**src/rtl/bcd_pkg.sv**
```systemverilog
// Shared types and helpers for the BCD scan driver and its conversion engine.
package bcd_pkg;

  // Conversion sequencer states.
  typedef enum logic [1:0] {
    IDLE   = 2'd0,
    SHIFT  = 2'd1,
    FINISH = 2'd2
  } state_e;

  // Nibble value driven on digito for a blanked position.
  localparam logic [3:0] BCD_BLANK = 4'hF;

  // Width of the digit index; a single digit still needs one bit.
  function automatic int dig_idx_w(input int n);
    return (n > 1) ? $clog2(n) : 1;
  endfunction

endpackage

```
**src/rtl/bin2bcd_seq.sv**
```systemverilog
// Sequential double-dabble converter: one bit per clock, MSB first, with
// overflow detection and a display register that only changes on completion.
module bin2bcd_seq
  import bcd_pkg::*;
#(
  parameter int BIN_W   = 8,
  parameter int NUM_DIG = 3
) (
  input  logic                   clk,
  input  logic                   rst,
  input  logic                   start_i,
  input  logic [BIN_W-1:0]       bin_i,
  output logic                   busy_o,
  output logic                   done_o,
  output logic                   ovf_o,
  output logic [4*NUM_DIG-1:0]   bcd_o
);

  localparam int BCD_W = 4 * NUM_DIG;
  localparam int CNT_W = $clog2(BIN_W + 1);

  state_e             state_q, state_d;
  logic [CNT_W-1:0]   cnt_q, cnt_d;
  logic               ovf_flag_q, ovf_flag_d;
  logic               busy_q, busy_d;
  logic               done_q, done_d;
  logic               ovf_q, ovf_d;
  logic [BCD_W-1:0]   disp_q, disp_d;

  // Working registers carry data only and need no reset.
  logic [BIN_W-1:0]   sh_q, sh_d;
  logic [BCD_W-1:0]   work_q, work_d;
  logic [BCD_W-1:0]   adj;

  // Add 3 to every nibble that is 5 or more, ahead of the left shift.
  function automatic logic [BCD_W-1:0] dabble_adjust(input logic [BCD_W-1:0] v);
    logic [BCD_W-1:0] r;
    r = v;
    for (int i = 0; i < NUM_DIG; i++) begin
      if (v[4*i +: 4] >= 4'd5) r[4*i +: 4] = v[4*i +: 4] + 4'd3;
    end
    return r;
  endfunction

  // Next-state and output logic of the conversion sequencer.
  always_comb begin
    state_d    = state_q;
    cnt_d      = cnt_q;
    ovf_flag_d = ovf_flag_q;
    busy_d     = busy_q;
    done_d     = 1'b0;
    ovf_d      = ovf_q;
    disp_d     = disp_q;
    sh_d       = sh_q;
    work_d     = work_q;
    adj        = dabble_adjust(work_q);
    unique case (state_q)
      IDLE: begin
        // A request on the done cycle is refused as well as while busy.
        if (start_i && !done_q) begin
          sh_d       = bin_i;
          work_d     = '0;
          ovf_flag_d = 1'b0;
          cnt_d      = '0;
          busy_d     = 1'b1;
          state_d    = SHIFT;
        end
      end
      SHIFT: begin
        work_d     = {adj[BCD_W-2:0], sh_q[BIN_W-1]};
        sh_d       = {sh_q[BIN_W-2:0], 1'b0};
        ovf_flag_d = ovf_flag_q | adj[BCD_W-1];
        cnt_d      = cnt_q + CNT_W'(1);
        if (cnt_q == CNT_W'(BIN_W - 1)) state_d = FINISH;
      end
      FINISH: begin
        done_d  = 1'b1;
        busy_d  = 1'b0;
        ovf_d   = ovf_flag_q;
        disp_d  = ovf_flag_q ? {NUM_DIG{4'd9}} : work_q;
        state_d = IDLE;
      end
      default: state_d = IDLE;
    endcase
  end

  // Control and result registers; reset aborts any conversion in flight.
  always_ff @(posedge clk) begin
    if (rst) begin
      state_q    <= IDLE;
      cnt_q      <= '0;
      ovf_flag_q <= 1'b0;
      busy_q     <= 1'b0;
      done_q     <= 1'b0;
      ovf_q      <= 1'b0;
      disp_q     <= '0;
    end else begin
      state_q    <= state_d;
      cnt_q      <= cnt_d;
      ovf_flag_q <= ovf_flag_d;
      busy_q     <= busy_d;
      done_q     <= done_d;
      ovf_q      <= ovf_d;
      disp_q     <= disp_d;
    end
  end

  // Shift datapath registers.
  always_ff @(posedge clk) begin
    sh_q   <= sh_d;
    work_q <= work_d;
  end

  assign busy_o = busy_q;
  assign done_o = done_q;
  assign ovf_o  = ovf_q;
  assign bcd_o  = disp_q;

endmodule

```
**src/rtl/bcd_scan_driver.sv**
```systemverilog
// Binary-to-BCD display driver: converts on request and multiplexes the
// resulting digits onto an active-low anode scan with leading-zero blanking.
module bcd_scan_driver
  import bcd_pkg::*;
#(
  parameter int BIN_W    = 8,
  parameter int NUM_DIG  = 3,
  parameter int SCAN_DIV = 10000
) (
  input  logic                            clk,
  input  logic                            rst,
  input  logic [BIN_W-1:0]                bin,
  input  logic                            load,
  input  logic                            blank_en,
  output logic                            busy,
  output logic                            done,
  output logic                            ovf,
  output logic [3:0]                      digito,
  output logic [NUM_DIG-1:0]              anodo,
  output logic [dig_idx_w(NUM_DIG)-1:0]   dig_idx
);

  localparam int IDX_W = dig_idx_w(NUM_DIG);
  localparam int PRE_W = $clog2(SCAN_DIV);

  logic [4*NUM_DIG-1:0] disp;

  logic [PRE_W-1:0]   pre_q, pre_d;
  logic [IDX_W-1:0]   idx_q, idx_d;
  logic [3:0]         digito_q, digito_d;
  logic [NUM_DIG-1:0] anodo_q, anodo_d;
  logic [IDX_W-1:0]   msd;
  logic [3:0]         nib;
  logic               blank;

  bin2bcd_seq #(
    .BIN_W   (BIN_W),
    .NUM_DIG (NUM_DIG)
  ) u_conv (
    .clk     (clk),
    .rst     (rst),
    .start_i (load),
    .bin_i   (bin),
    .busy_o  (busy),
    .done_o  (done),
    .ovf_o   (ovf),
    .bcd_o   (disp)
  );

  // Free-running prescaler; each wrap steps to the next digit position.
  always_comb begin
    pre_d = pre_q + PRE_W'(1);
    idx_d = idx_q;
    if (pre_q == PRE_W'(SCAN_DIV - 1)) begin
      pre_d = '0;
      idx_d = (idx_q == IDX_W'(NUM_DIG - 1)) ? '0 : idx_q + IDX_W'(1);
    end
  end

  // Select the nibble for the upcoming position and decide whether to blank it.
  always_comb begin
    msd = '0;
    nib = 4'd0;
    for (int i = 1; i < NUM_DIG; i++) begin
      if (disp[4*i +: 4] != 4'd0) msd = IDX_W'(i);
    end
    for (int i = 0; i < NUM_DIG; i++) begin
      if (idx_d == IDX_W'(i)) nib = disp[4*i +: 4];
    end
    // Position 0 can never exceed msd, so a zero value still shows "0".
    blank    = blank_en && (idx_d > msd);
    digito_d = blank ? BCD_BLANK : nib;
    for (int i = 0; i < NUM_DIG; i++) begin
      anodo_d[i] = blank || (idx_d != IDX_W'(i));
    end
  end

  // Scan registers: index, digit and anode pattern move on the same edge.
  always_ff @(posedge clk) begin
    if (rst) begin
      pre_q    <= '0;
      idx_q    <= '0;
      digito_q <= 4'd0;
      anodo_q  <= {{(NUM_DIG-1){1'b1}}, 1'b0};
    end else begin
      pre_q    <= pre_d;
      idx_q    <= idx_d;
      digito_q <= digito_d;
      anodo_q  <= anodo_d;
    end
  end

  assign digito  = digito_q;
  assign anodo   = anodo_q;
  assign dig_idx = idx_q;

endmodule

```
**config.mk**
```make
export PLATFORM = sky130hd
export DESIGN_NAME = bcd_scan_driver
export DESIGN_NICKNAME = d
export VERILOG_FILES = /design/src/rtl/bcd_pkg.sv /design/src/rtl/bin2bcd_seq.sv /design/src/rtl/bcd_scan_driver.sv
export SDC_FILE = /design/constraint.sdc
export NUM_CORES = 1
export LEC_CHECK = 0
export BUFFER_PORTS_ARGS = -buffer_cell sky130_fd_sc_hd__buf_2
export CAP_MARGIN = 10
export CORE_AREA = 5 5 77 79
export DETAILED_ROUTE_END_ITERATION = 7
export DIE_AREA = 0 0 82 84
export PLACE_DENSITY = 0.82
export SETUP_SLACK_MARGIN = 0.5
export SLEW_MARGIN = 15
export SYNTH_ARGS = -nofsm -noshare
export SYNTH_HDL_FRONTEND = slang
export SYNTH_SLANG_ARGS = --single-unit
```
**constraint.sdc**
```tcl
create_clock -name clk -period 4 [get_ports clk]
set_clock_uncertainty 0.15 [all_clocks]
set_input_delay 0.2 -clock clk [delete_from_list [all_inputs] [get_ports clk]]
set_output_delay 0.2 -clock clk [all_outputs]
set_load 0.05 [all_outputs]
```
==> summary.txt <==
Outcome
  • Status: complete, no violations

Job
  • Max-cap viol count: 0

Setup path
  • R2R setup slack: 960 ps
  • Worst R2R End: digito[3]
  • CP max stage delay: approximately 400 ps
  • Setup crit end kind: flop
  • Startpoint types: flop
  • Maximum fanout along the worst path: 11
  • CP Class: reg -> reg
  • Crit path DAT: 3110 ps
  • Crit-path cells: ha_1 > and3_1 > nand4_1 > a21o_1 > ha_1 > nor2b_1 > o211ai_1 > a31oi_1 > a221o_1
  • Most common cell on crit path: ha_1
  • Slowest cell on the critical path: o211ai_1
  • Worst r2r path cells: 9
  • Crit Reg-Reg Startpoint: pre_q[0]
  • WP data required: 4070 ps

GRT
  • Remaining Overflow, GRT: 0
  • Overall Global Routing Usage: 17.31%
  • Vias in the first global route: 2130
  • First-pass GRT wire length: 9.094 mm
  • Largest net degree at the start of global routing: 36
  • Initial antenna violation count: 0

Hold path
  • Hold path cells: 3
  • Worst Hold Class: in -> reg
  • Hold Path Origin: blank_en
  • Hold Path End: anodo[1]

Clocking
  • # Post-CTS Setup Buffers: 0
  • CTS Buf Count: 9
  • Worst-Skew Late Latency: between 300 and 400 ps
  • CTS tree: yes
  • Clock sink count: 65
  • CTS max path bufs: 2
  • # H-tree levels: 3
  • Root buf cell: clkbuf_8
  • CTS clk-pin slew, worst paths: around 60 ps

STA
  • Worst slew pin tran: between 900 and 1000 ps
  • Max Transition Viols Final: 0
  • RSZ-0062 raised after global routing: false
  • Final Cycle Share: 75.90%
  • Fin crit period: about 3000 ps
  • Setup ws final: 963.9 ps
  • Setup_tns: 0 ps
  • Rel. slew slack: 39.34%
  • Final Hold Viols: 0
  • Final setup viols: 0
  • Fmax: 329.4 MHz
  • Final Hold Slack: 132.5 ps

Drt
  • DR vias/cell: 5.306
  • Post-route ant nets: 0
  • Highest Signal Layer: met4
  • Vias: ~2300
  • WL met1: 2.274 mm
  • Drt total wl: 5.307 mm
  • TritonRoute pass-1 iters: 5
  • Met2 routed WL: 2.556 mm
  • DR iter-0 viols: 106
  • Met3 WL: 353 µm
  • Residual DRC count: 0
  • Post-DR wirelength/cell: 12.40 µm

Cells and area
  • Commonest non-fill, non-tap cell in the layout: nor2_1
  • Layout net count: between 300 and 400
  • Fillers: 433
  • Area of the multi-input gates: between 1000 and 1500 µm²
  • Area occupied by registers: 1501 µm²
  • Share of cells above drive strength 1: ~11%
  • Commonest non-fill, non-tap cells in the layout: nor2_1 (50), nand2_1 (45), dfxtp_1 (45)
  • Non-filler cells, final: around 430
  • Antenna Diode Count: 0
  • P&R area growth vs syn: 12.96%

Synth
  • Ys flop type: dfxtp_1
  • Syn_nets: ~350
  • Avg Cell Area, Syn: 9.121 µm²
  • Mapped Cells: 324
  • Yosys reg bits: 65
  • Asr flop ratio synth: 0%
  • Mapped cell area: about 3000 µm²
  • Synth warnings: 0
  • Post-synth EDFFs: 20
  • Library cells used by synthesis: 39
  • Sequential-to-total area share from yosys stat: 50.80%

Floorplanning
  • Die X: a little over 80 µm
  • Core area: ~5300 µm²
  • Starting density of the core: 56.08%
  • I/O Pins: 24
  • Row cnt: 27
  • Die area: 6888 µm²
  • Die H: 84 µm

Placed design
  • Dpl ws: approximately 1000 ps
  • Port bufs: 23
  • Routability cong.: 0.9296
  • Post-Place Cells: 405
  • HPWL Detailed: 3.570 mm

Pwr
  • Pwr/cell area: 402.6 nW/µm²
  • Max IR drop VDD: 0.3153 mV
  • Pleak: 0.001302 µW
==> per-layer routing <==
layer  track usage (%)  vias to the layer above
li1                  -                     1165
met1             19.33                     1038
met2             27.99                       54
met3             7.883                       14
met4             7.251                        0
met5                 0                        -
==> registers in the layout, indices dropped and copies added, names as in the netlist <==
signal,flops
anodo,3
dig_idx,2
digito,4
pre_q,14
u_conv.bcd_o,12
u_conv.busy_o,1
u_conv.cnt_q,4
u_conv.done_o,1
u_conv.ovf_flag_q,1
u_conv.ovf_o,1
u_conv.sh_q,8
u_conv.state_q,2
u_conv.work_q,12
==> metrics by stage <==
step	total power, µW	util (%)	cell area, µm²
after floorplan	850.4	-	2955
after CTS	1359	63.34	3338
after global routing	1410	63.34	3338
final	1344	63.34	3338
after global placement	874.5	58.67	3092
after detailed placement	879.7	58.67	3092
==> final cells by class <==
| type | count | area share (%) |
|---|---|---|
| clock buffers | 15 | 4.985 |
| inverters | 9 | 1.012 |
| multi-input cells | 236 | 40.48 |
| flip-flops and latches | 65 | 44.98 |
| well taps | 72 | 2.699 |
| repair buffers | 31 | 5.847 |
==> cells by family (layout without fill, tap and decap cells) <==
| logic type | count (synthesis) | count (layout) | share of synthesized area (%) |
|---|---|---|---|
| flip-flops | 65 | 65 | 50.80 |
| AO/OA/AOI/OAI | 42 | 42 | 8.595 |
| AND/OR/NAND/NOR | 166 | 166 | 27.31 |
| XOR/XNOR | 18 | 18 | 5.589 |
| buffers and inverters | 23 | 55 | 3.471 |
| adder cells (fa/ha/maj) | 10 | 10 | 4.234 |
==> what timing repair did <==
action                                 4_1_cts  5_1_grt
hold buffers                                 8        0
endpoints found under the hold margin        8        0
resized for setup                            0        0
==> worst max-delay path by stage <==
stage          startpoint        end  slack, ps  cells after the start
2_1_floorplan    pre_q[0]   anodo[2]       1210                     11
3_3_place_gp     pre_q[0]   anodo[2]       1130                     10
3_5_place_dp     pre_q[0]  digito[3]       1000                      9
4_1_cts          pre_q[0]  digito[3]        980                      9
5_1_grt          pre_q[0]  digito[3]        650                      9
6_report         pre_q[0]  digito[3]        960                      9
==> worst max-delay path: cells and delay by family (launching register included) <==
family                   cells  cell delay, ps
AND/OR/NAND/NOR              3             740
flip-flops                   1             350
AO/OA/AOI/OAI                4            1150
adder cells (fa/ha/maj)      2             530
==> synthesized netlist by cell type (2+ instances only) <==
cell type	n	area [µm²]
nand3b_1	7	52.55
and4_1	2	17.52
xnor2_1	10	87.58
nor2b_1	6	37.54
nand2b_1	6	37.54
nand4_1	2	12.51
nor2_1	50	187.7
nand3_1	14	70.07
a221o_1	4	40.04
nor4b_2	2	30.03
inv_1	9	33.78
nor3_1	21	105.1
buf_6	2	22.52
dfxtp_1	45	900.9
xor2_1	7	61.31
and2_1	3	18.77
o21ai_0	4	20.02
nand2_1	45	168.9
clkbuf_1	10	37.54
a21oi_1	25	125.1
ha_1	10	125.1
edfxtp_1	20	600.6
a31oi_1	4	25.02
==> power by group <==
group          internal [µW]  leakage [µW]  switching [µW]
registers                719      0.000568            24.9
clock network            256     0.0000838             214
logic                   51.3      0.000650            77.7
(Power assumes the default switching activity.)
